===== src/rtl/segasys1_mainio_pkg.sv =====
// Port map constants and helpers shared by the System 1 main-CPU I/O block.
package segasys1_mainio_pkg;

   localparam logic [4:0] PA_SCMD      = 5'h18;
   localparam logic [4:0] PA_VMODE     = 5'h19;
   localparam logic [4:0] PA_STAT      = 5'h1A;
   localparam logic [4:0] DSW_BASE_DEF = 5'h0C;

   function automatic int clog2(input int value);
      int r;
      r = 0;
      for (int v = value - 1; v > 0; v = v >>> 1) begin
         r = r + 1;
      end
      return r;
   endfunction

endpackage


===== src/rtl/segasys1_scmd_fifo.sv =====
// Sound-command FIFO: a pop on empty is ignored, and a push to a full FIFO is
// dropped unless a pop frees the slot in the same cycle.
module segasys1_scmd_fifo
   import segasys1_mainio_pkg::*;
#(
   parameter int WIDTH = 8,
   parameter int DEPTH = 4
)(
   input  logic                  clk_i,
   input  logic                  rst_i,
   input  logic                  push_i,
   input  logic                  pop_i,
   input  logic [WIDTH-1:0]      data_i,
   output logic                  empty_o,
   output logic                  drop_o,
   output logic [clog2(DEPTH):0] count_o,
   output logic [WIDTH-1:0]      head_o
);

   localparam int AW = clog2(DEPTH);
   localparam logic [AW:0] FULL_CNT = DEPTH[AW:0];

   logic [WIDTH-1:0] mem_q [DEPTH];
   logic [AW-1:0]    rd_q, rd_d, wr_q, wr_d;
   logic [AW:0]      cnt_q, cnt_d;
   logic             full_s, push_ok_s, pop_ok_s;

   assign full_s    = (cnt_q == FULL_CNT);
   assign empty_o   = (cnt_q == {(AW+1){1'b0}});
   assign pop_ok_s  = pop_i & ~empty_o;
   assign push_ok_s = push_i & (~full_s | pop_ok_s);
   assign drop_o    = push_i & ~push_ok_s;
   assign count_o   = cnt_q;
   assign head_o    = empty_o ? {WIDTH{1'b0}} : mem_q[rd_q];

   // Pointer and occupancy next state; pointers wrap naturally at DEPTH.
   always_comb begin
      rd_d  = rd_q;
      wr_d  = wr_q;
      cnt_d = cnt_q;
      if (pop_ok_s) rd_d = rd_q + AW'(1);
      else          rd_d = rd_q;
      if (push_ok_s) wr_d = wr_q + AW'(1);
      else           wr_d = wr_q;
      case ({push_ok_s, pop_ok_s})
         2'b10:   cnt_d = cnt_q + (AW+1)'(1);
         2'b01:   cnt_d = cnt_q - (AW+1)'(1);
         default: cnt_d = cnt_q;
      endcase
   end

   // Storage array; contents are don't-care while unoccupied.
   always_ff @(posedge clk_i) begin
      if (push_ok_s) mem_q[wr_q] <= data_i;
   end

   // Pointer and count registers.
   always_ff @(posedge clk_i or posedge rst_i) begin
      if (rst_i) begin
         rd_q  <= {AW{1'b0}};
         wr_q  <= {AW{1'b0}};
         cnt_q <= {(AW+1){1'b0}};
      end else begin
         rd_q  <= rd_d;
         wr_q  <= wr_d;
         cnt_q <= cnt_d;
      end
   end

endmodule


===== src/rtl/segasys1_mainio.sv =====
// Main-CPU I/O port decode, video-mode latch, sound-command queue and VBLANK IRQ.
// Optional status port at 5'h1A enabled by SEGASYS1_MAINIO_SCMD_STATUS_EN.
module segasys1_mainio
   import segasys1_mainio_pkg::*;
#(
   parameter int         NUM_INP    = 3,
   parameter int         NUM_DSW    = 2,
   parameter logic [4:0] DSW_BASE   = DSW_BASE_DEF,
   parameter int         SCMD_DEPTH = 4
)(
   input  logic                 CLK48M,
   input  logic                 RESET,
   input  logic                 CPUCE,
   input  logic [7:0]           CPUAD,
   input  logic [7:0]           CPUDO,
   input  logic                 CPUIORQ,
   input  logic                 CPURD,
   input  logic                 CPUWR,
   input  logic                 CPUM1,
   input  logic [NUM_INP*8-1:0] INP,
   input  logic [NUM_DSW*8-1:0] DSW,
   input  logic                 VBLK,
   input  logic                 SNDACK,
   output logic                 IOCS,
   output logic [7:0]           IODO,
   output logic [7:0]           VIDMODE,
   output logic                 SNDRQ,
   output logic [7:0]           SNDCMD,
   output logic                 SCMDOVF,
   output logic                 IRQ
);

   localparam int         CW      = clog2(SCMD_DEPTH) + 1;
   localparam logic [3:0] INP_LIM = NUM_INP[3:0];
   localparam logic [5:0] DSW_LIM = NUM_DSW[5:0];

   logic [4:0]    adr_s, dsw_idx_s;
   logic          inp_hit_s, dsw_hit_s, stat_hit_s, rd_en_s;
   logic          wr_s, push_s, vmode_wr_s, stat_wr_s, drop_s, empty_s;
   logic          irq_set_s, irq_ack_s;
   logic [CW-1:0] count_s;
   logic [7:0]    stat_s, vmode_q, vmode_d;
   logic          ovf_q, ovf_d, irq_q, irq_d, vblk_q;
   logic          unused_s;

   assign unused_s  = &{1'b0, CPUAD[7:5]};
   assign adr_s     = CPUAD[4:0];
   assign dsw_idx_s = adr_s - DSW_BASE;
   assign inp_hit_s = ({1'b0, adr_s[4:2]} < INP_LIM);
   assign dsw_hit_s = ({1'b0, dsw_idx_s} < DSW_LIM);
   assign stat_s    = {ovf_q, 2'b00, 5'(count_s)};
   assign rd_en_s   = CPUIORQ & CPURD & ~CPUM1;

   assign wr_s       = CPUIORQ & CPUWR & CPUCE;
   assign push_s     = wr_s & (adr_s == PA_SCMD);
   assign vmode_wr_s = wr_s & (adr_s == PA_VMODE);
   assign irq_set_s  = VBLK & ~vblk_q;
   assign irq_ack_s  = CPUCE & CPUM1 & CPUIORQ;

`ifdef SEGASYS1_MAINIO_SCMD_STATUS_EN
   assign stat_hit_s = (adr_s == PA_STAT);
   assign stat_wr_s  = wr_s & (adr_s == PA_STAT);
`else
   assign stat_hit_s = 1'b0;
   assign stat_wr_s  = 1'b0;
`endif

   segasys1_scmd_fifo #(
      .WIDTH (8),
      .DEPTH (SCMD_DEPTH)
   ) u_scmd_fifo (
      .clk_i   (CLK48M),
      .rst_i   (RESET),
      .push_i  (push_s),
      .pop_i   (SNDACK),
      .data_i  (CPUDO),
      .empty_o (empty_s),
      .drop_o  (drop_s),
      .count_o (count_s),
      .head_o  (SNDCMD)
   );

   // Read mux: input ports outrank DIP banks, which outrank the status port.
   always_comb begin
      IOCS = 1'b0;
      IODO = 8'hFF;
      if (!rd_en_s) begin
         IOCS = 1'b0;
         IODO = 8'hFF;
      end else if (inp_hit_s) begin
         IOCS = 1'b1;
         IODO = INP[{adr_s[4:2], 3'b000} +: 8];
      end else if (dsw_hit_s) begin
         IOCS = 1'b1;
         IODO = DSW[{dsw_idx_s, 3'b000} +: 8];
      end else if (stat_hit_s) begin
         IOCS = 1'b1;
         IODO = stat_s;
      end else begin
         IOCS = 1'b0;
         IODO = 8'hFF;
      end
   end

   // Next state for video latch, overflow flag and IRQ; a new VBLANK edge beats an ack.
   always_comb begin
      vmode_d = vmode_q;
      ovf_d   = ovf_q;
      irq_d   = irq_q;
      if (vmode_wr_s) vmode_d = CPUDO;
      else            vmode_d = vmode_q;
      if (stat_wr_s)   ovf_d = 1'b0;
      else if (drop_s) ovf_d = 1'b1;
      else             ovf_d = ovf_q;
      if (irq_set_s)      irq_d = 1'b1;
      else if (irq_ack_s) irq_d = 1'b0;
      else                irq_d = irq_q;
   end

   // Control registers.
   always_ff @(posedge CLK48M or posedge RESET) begin
      if (RESET) begin
         vmode_q <= 8'h00;
         ovf_q   <= 1'b0;
         irq_q   <= 1'b0;
         vblk_q  <= 1'b0;
      end else begin
         vmode_q <= vmode_d;
         ovf_q   <= ovf_d;
         irq_q   <= irq_d;
         vblk_q  <= VBLK;
      end
   end

   assign VIDMODE = vmode_q;
   assign SNDRQ   = ~empty_s;
   assign SCMDOVF = ovf_q;
   assign IRQ     = irq_q;

endmodule

===== config.mk =====
export PLATFORM = sky130hd
export DESIGN_NAME = segasys1_mainio
export DESIGN_NICKNAME = d
export VERILOG_FILES = /design/src/rtl/segasys1_mainio_pkg.sv /design/src/rtl/segasys1_scmd_fifo.sv /design/src/rtl/segasys1_mainio.sv
export SDC_FILE = /design/constraint.sdc
export NUM_CORES = 1
export LEC_CHECK = 0
export ABC_AREA = 1
export BUFFER_PORTS_ARGS = -buffer_cell sky130_fd_sc_hd__clkbuf_2
export CORE_MARGIN = 10
export CORE_UTILIZATION = 43
export CTS_BUF_LIST = sky130_fd_sc_hd__clkbuf_16
export DETAILED_ROUTE_END_ITERATION = 16
export PLACE_DENSITY = 0.71
export SLEW_MARGIN = 20
export SYNTH_ARGS = -nofsm -noshare
export SYNTH_HDL_FRONTEND = slang
export SYNTH_SLANG_ARGS = --single-unit

===== constraint.sdc =====
create_clock -name CLK48M -period 6.2 [get_ports CLK48M]
set_clock_uncertainty 0.05 [all_clocks]
set_input_delay 1.86 -clock CLK48M [delete_from_list [all_inputs] [get_ports CLK48M]]
set_output_delay 1.86 -clock CLK48M [all_outputs]
set_load 0.05 [all_outputs]

==> results.md <==
- Antenna cells: 0
- Cts hold-fix bufs: 0
- Synth Flop Type: edfxtp_1
- Post-CTS setup buffer count: 0
- Io pins: 93
- Start point of the critical path: CPUAD[3]
- Most numerous cell in the Yosys netlist: nor2_1
- FF-to-FF Start: u_scmd_fifo.count_o[2]
- Max transition margin: 45.6%
- Net Switching: 0.525 mW
- Crit path depth: 7
- Worst Hold Slack: 370 ps
- Setup crit end: IODO[6]
- Most Frequent Cell on Critical Path: clkbuf_2
- Fill count: 546
- Sw Ratio: 44.2%
- Worst-Skew Late Latency: 290 ps
- Grt total ovfl: 0
- RSZ-0062 raised after global routing: no
- Cells along the critical path: clkbuf_2, ha_1, xor2_1, nand3_2, a21oi_4, nand3_1, clkbuf_2
- P_leak: 1.52 nW
- Hold crit path type: reg2reg
- Site Rows: 28
- Worst EP arrival: 3310 ps
- Max_cap viols: 0
- Crit path largest cell delay: 300 ps
- Synth area leaders: edfxtp_1, dfrtp_1, nor2_1
- Asr flop ratio synth: 36.0%
- Vias in the first global route: 2267
- R2r setup slk: 4370 ps
- Drt wl/cell: 14.3 µm
- Die W: 98.6 µm
- R2r endpoint: u_scmd_fifo.mem_q[1][1]
- Status: complete, no violations
- Setup_tns: 0 ps
- CP max stage cell: clkbuf_2
- Maximum clock path buffer count: 2
- WP buf/inv: 2
- DR pass1 iterations: 4
- First-pass GRT wire length: 10.7 mm
- Resize count post-CTS: 0
- Worst slew pin tran: 813 ps
- Worst-path clk slew: 70 ps
- CP top delay family: buffers and inverters
- Slew Viols, Final: 0
- DRT iter0 DRCs: 78
- Most area-hungry cell type in the Yosys netlist: edfxtp_1
- Depth of the most critical reg-to-reg path: 5
- TritonCTS clock tree: built
- CTS H-tree lvls: 2
- Nature of the critical path endpoint: output port
- Crit start category: input port
- Vias/cell: 4.90
- Synth Cell Area: 2660 µm²
- Final GP Congestion: 0.751
- Clk root buf: clkbuf_16
- Cell Int Power: 0.663 mW
- Critical path class: in2out
- Period utilisation layout: 84.3%
- Max Freq: 0.191 GHz
- Power Density: 363 nW/µm²
- GRT Total Usage: 13.2%
- TritonCTS Buffers: 5
- Comb pwr share: 42.1%
- Sequential fraction of the synthesis area: 53.1%
- Worst Path Max Fanout: 19
- DRT Wirelength: 6.46 mm
- Die H: 98.6 µm
- Top cells by count, synth: nor2_1, nand2_1, inv_1, edfxtp_1, nand3_1
- Final antenna-violating net count: 0
- Pin count of the biggest net entering global routing: 20
- Die Area: 9720 µm²
- Multi-input logic area: 1030 µm²
- Crit path time final: 5220 ps
- #FFs+latches synth: 50
- Via count: 2215
- Final Setup Violations: 0
- Initial antenna violation count: 0
- Port Buffers: 89
- Area delta synth->final: 23.2%
- Synth Area per Inst: 9.13 µm²
- Critical Path RT: 4290 ps
- Number of remaining DRC errors: 0
- Final hold viol count: 0
- Syn nets: 363
- Clock power frac: 22.4%
- Total Power: 1.19 mW
- Share of cells above drive strength 1: 30.2%
- Final non-filler cell total: 452
- DP HPWL: 5.00 mm
- Synth Instances: 291
- Post-synth top area share: 36.2%
- Post-synth EDFFs: 32
- Reg area: 1410 µm²
- Layout Nets: 448
- Placed insts: 444
- Yosys cell types: 28
- Sequential power share: 35.5%
- Initial core utilization: 44.6%
- CTS sink cnt: 50
- Core Region: 5960 µm²
- YS warnings: 0
- Worst vdd ir: 254 µV
state kept, by name, summed over array words and instances (netlist names):
| register | count |
|---|---|
| u_scmd_fifo.wr_q | 2 |
| u_scmd_fifo.rd_q | 2 |
| u_scmd_fifo.count_o | 3 |
| u_scmd_fifo.mem_q | 32 |
| IRQ | 1 |
| SCMDOVF | 1 |
| VIDMODE | 8 |
| vblk_q | 1 |
cell type report:
type	instances	share of cell area, %
sequential	50	43.1
multi-input combinational	192	31.4
timing repair buffer	89	13.6
inverter	38	4.51
clock buffer	5	3.82
tap	75	2.87
clock inverter	3	0.650
layer usage:
layer	part of all wire [%]	up-vias	GRT usage (%)
met3	8.3	7	5.24
met4	1.4	0	3.97
li1	-	1134	-
met2	48	73	21.7
met5	0	-	0
met1	43	1001	15.5
power groups by stage:
stage / sequential [mW] / clock, mW / combinational [mW]
5_1_grt: 0.427 / 0.290 / 0.557
3_3_place_gp: 0.429 / 0 / 0.498
3_5_place_dp: 0.429 / 0 / 0.507
6_report: 0.422 / 0.266 / 0.500
4_1_cts: 0.422 / 0.275 / 0.508
2_1_floorplan: 0.417 / 0 / 0.397
logic make-up (layout without fill, tap and decap cells):
group / after synthesis / in the layout / share of synthesized area [%]
DFF: 50 / 50 / 53.1
and+or+nand+nor: 128 / 128 / 21.7
AOI/OAI and AO/OA: 54 / 54 / 12.4
buffers and inverters: 49 / 135 / 8.20
adders and majority gates: 7 / 7 / 3.58
xor gates and xnor gates: 3 / 3 / 0.989
metrics by stage:
stage	instance area [µm²]	worst slack [ps]	utilization, %
floorplan	2660	777	-
CTS	3270	987	54.9
finish	3270	976	54.9
global route	3270	868	54.9
detailed placement	3130	991	52.5
global placement	3130	1000	52.5
cell usage in the layout (no fill, tap or decap), drive strengths merged, types with 6 or more instances in the layout:
master / instances
clkbuf: 94
inv: 38
o21ai: 27
o31ai: 8
dfrtp: 18
nand2: 42
nand3: 23
edfxtp: 32
ha: 6
a21oi: 10
nor2: 62
worst min-delay path by stage:
stage,cells after the start,slack [ps],startpoint,end
after floorplan,1,350,vblk_q,IRQ
after global placement,1,370,vblk_q,IRQ
after detailed placement,1,380,vblk_q,IRQ
after CTS,1,380,vblk_q,IRQ
after global routing,1,400,vblk_q,IRQ
final,1,370,vblk_q,IRQ
Note: power is estimated with default switching activity, not from simulation.
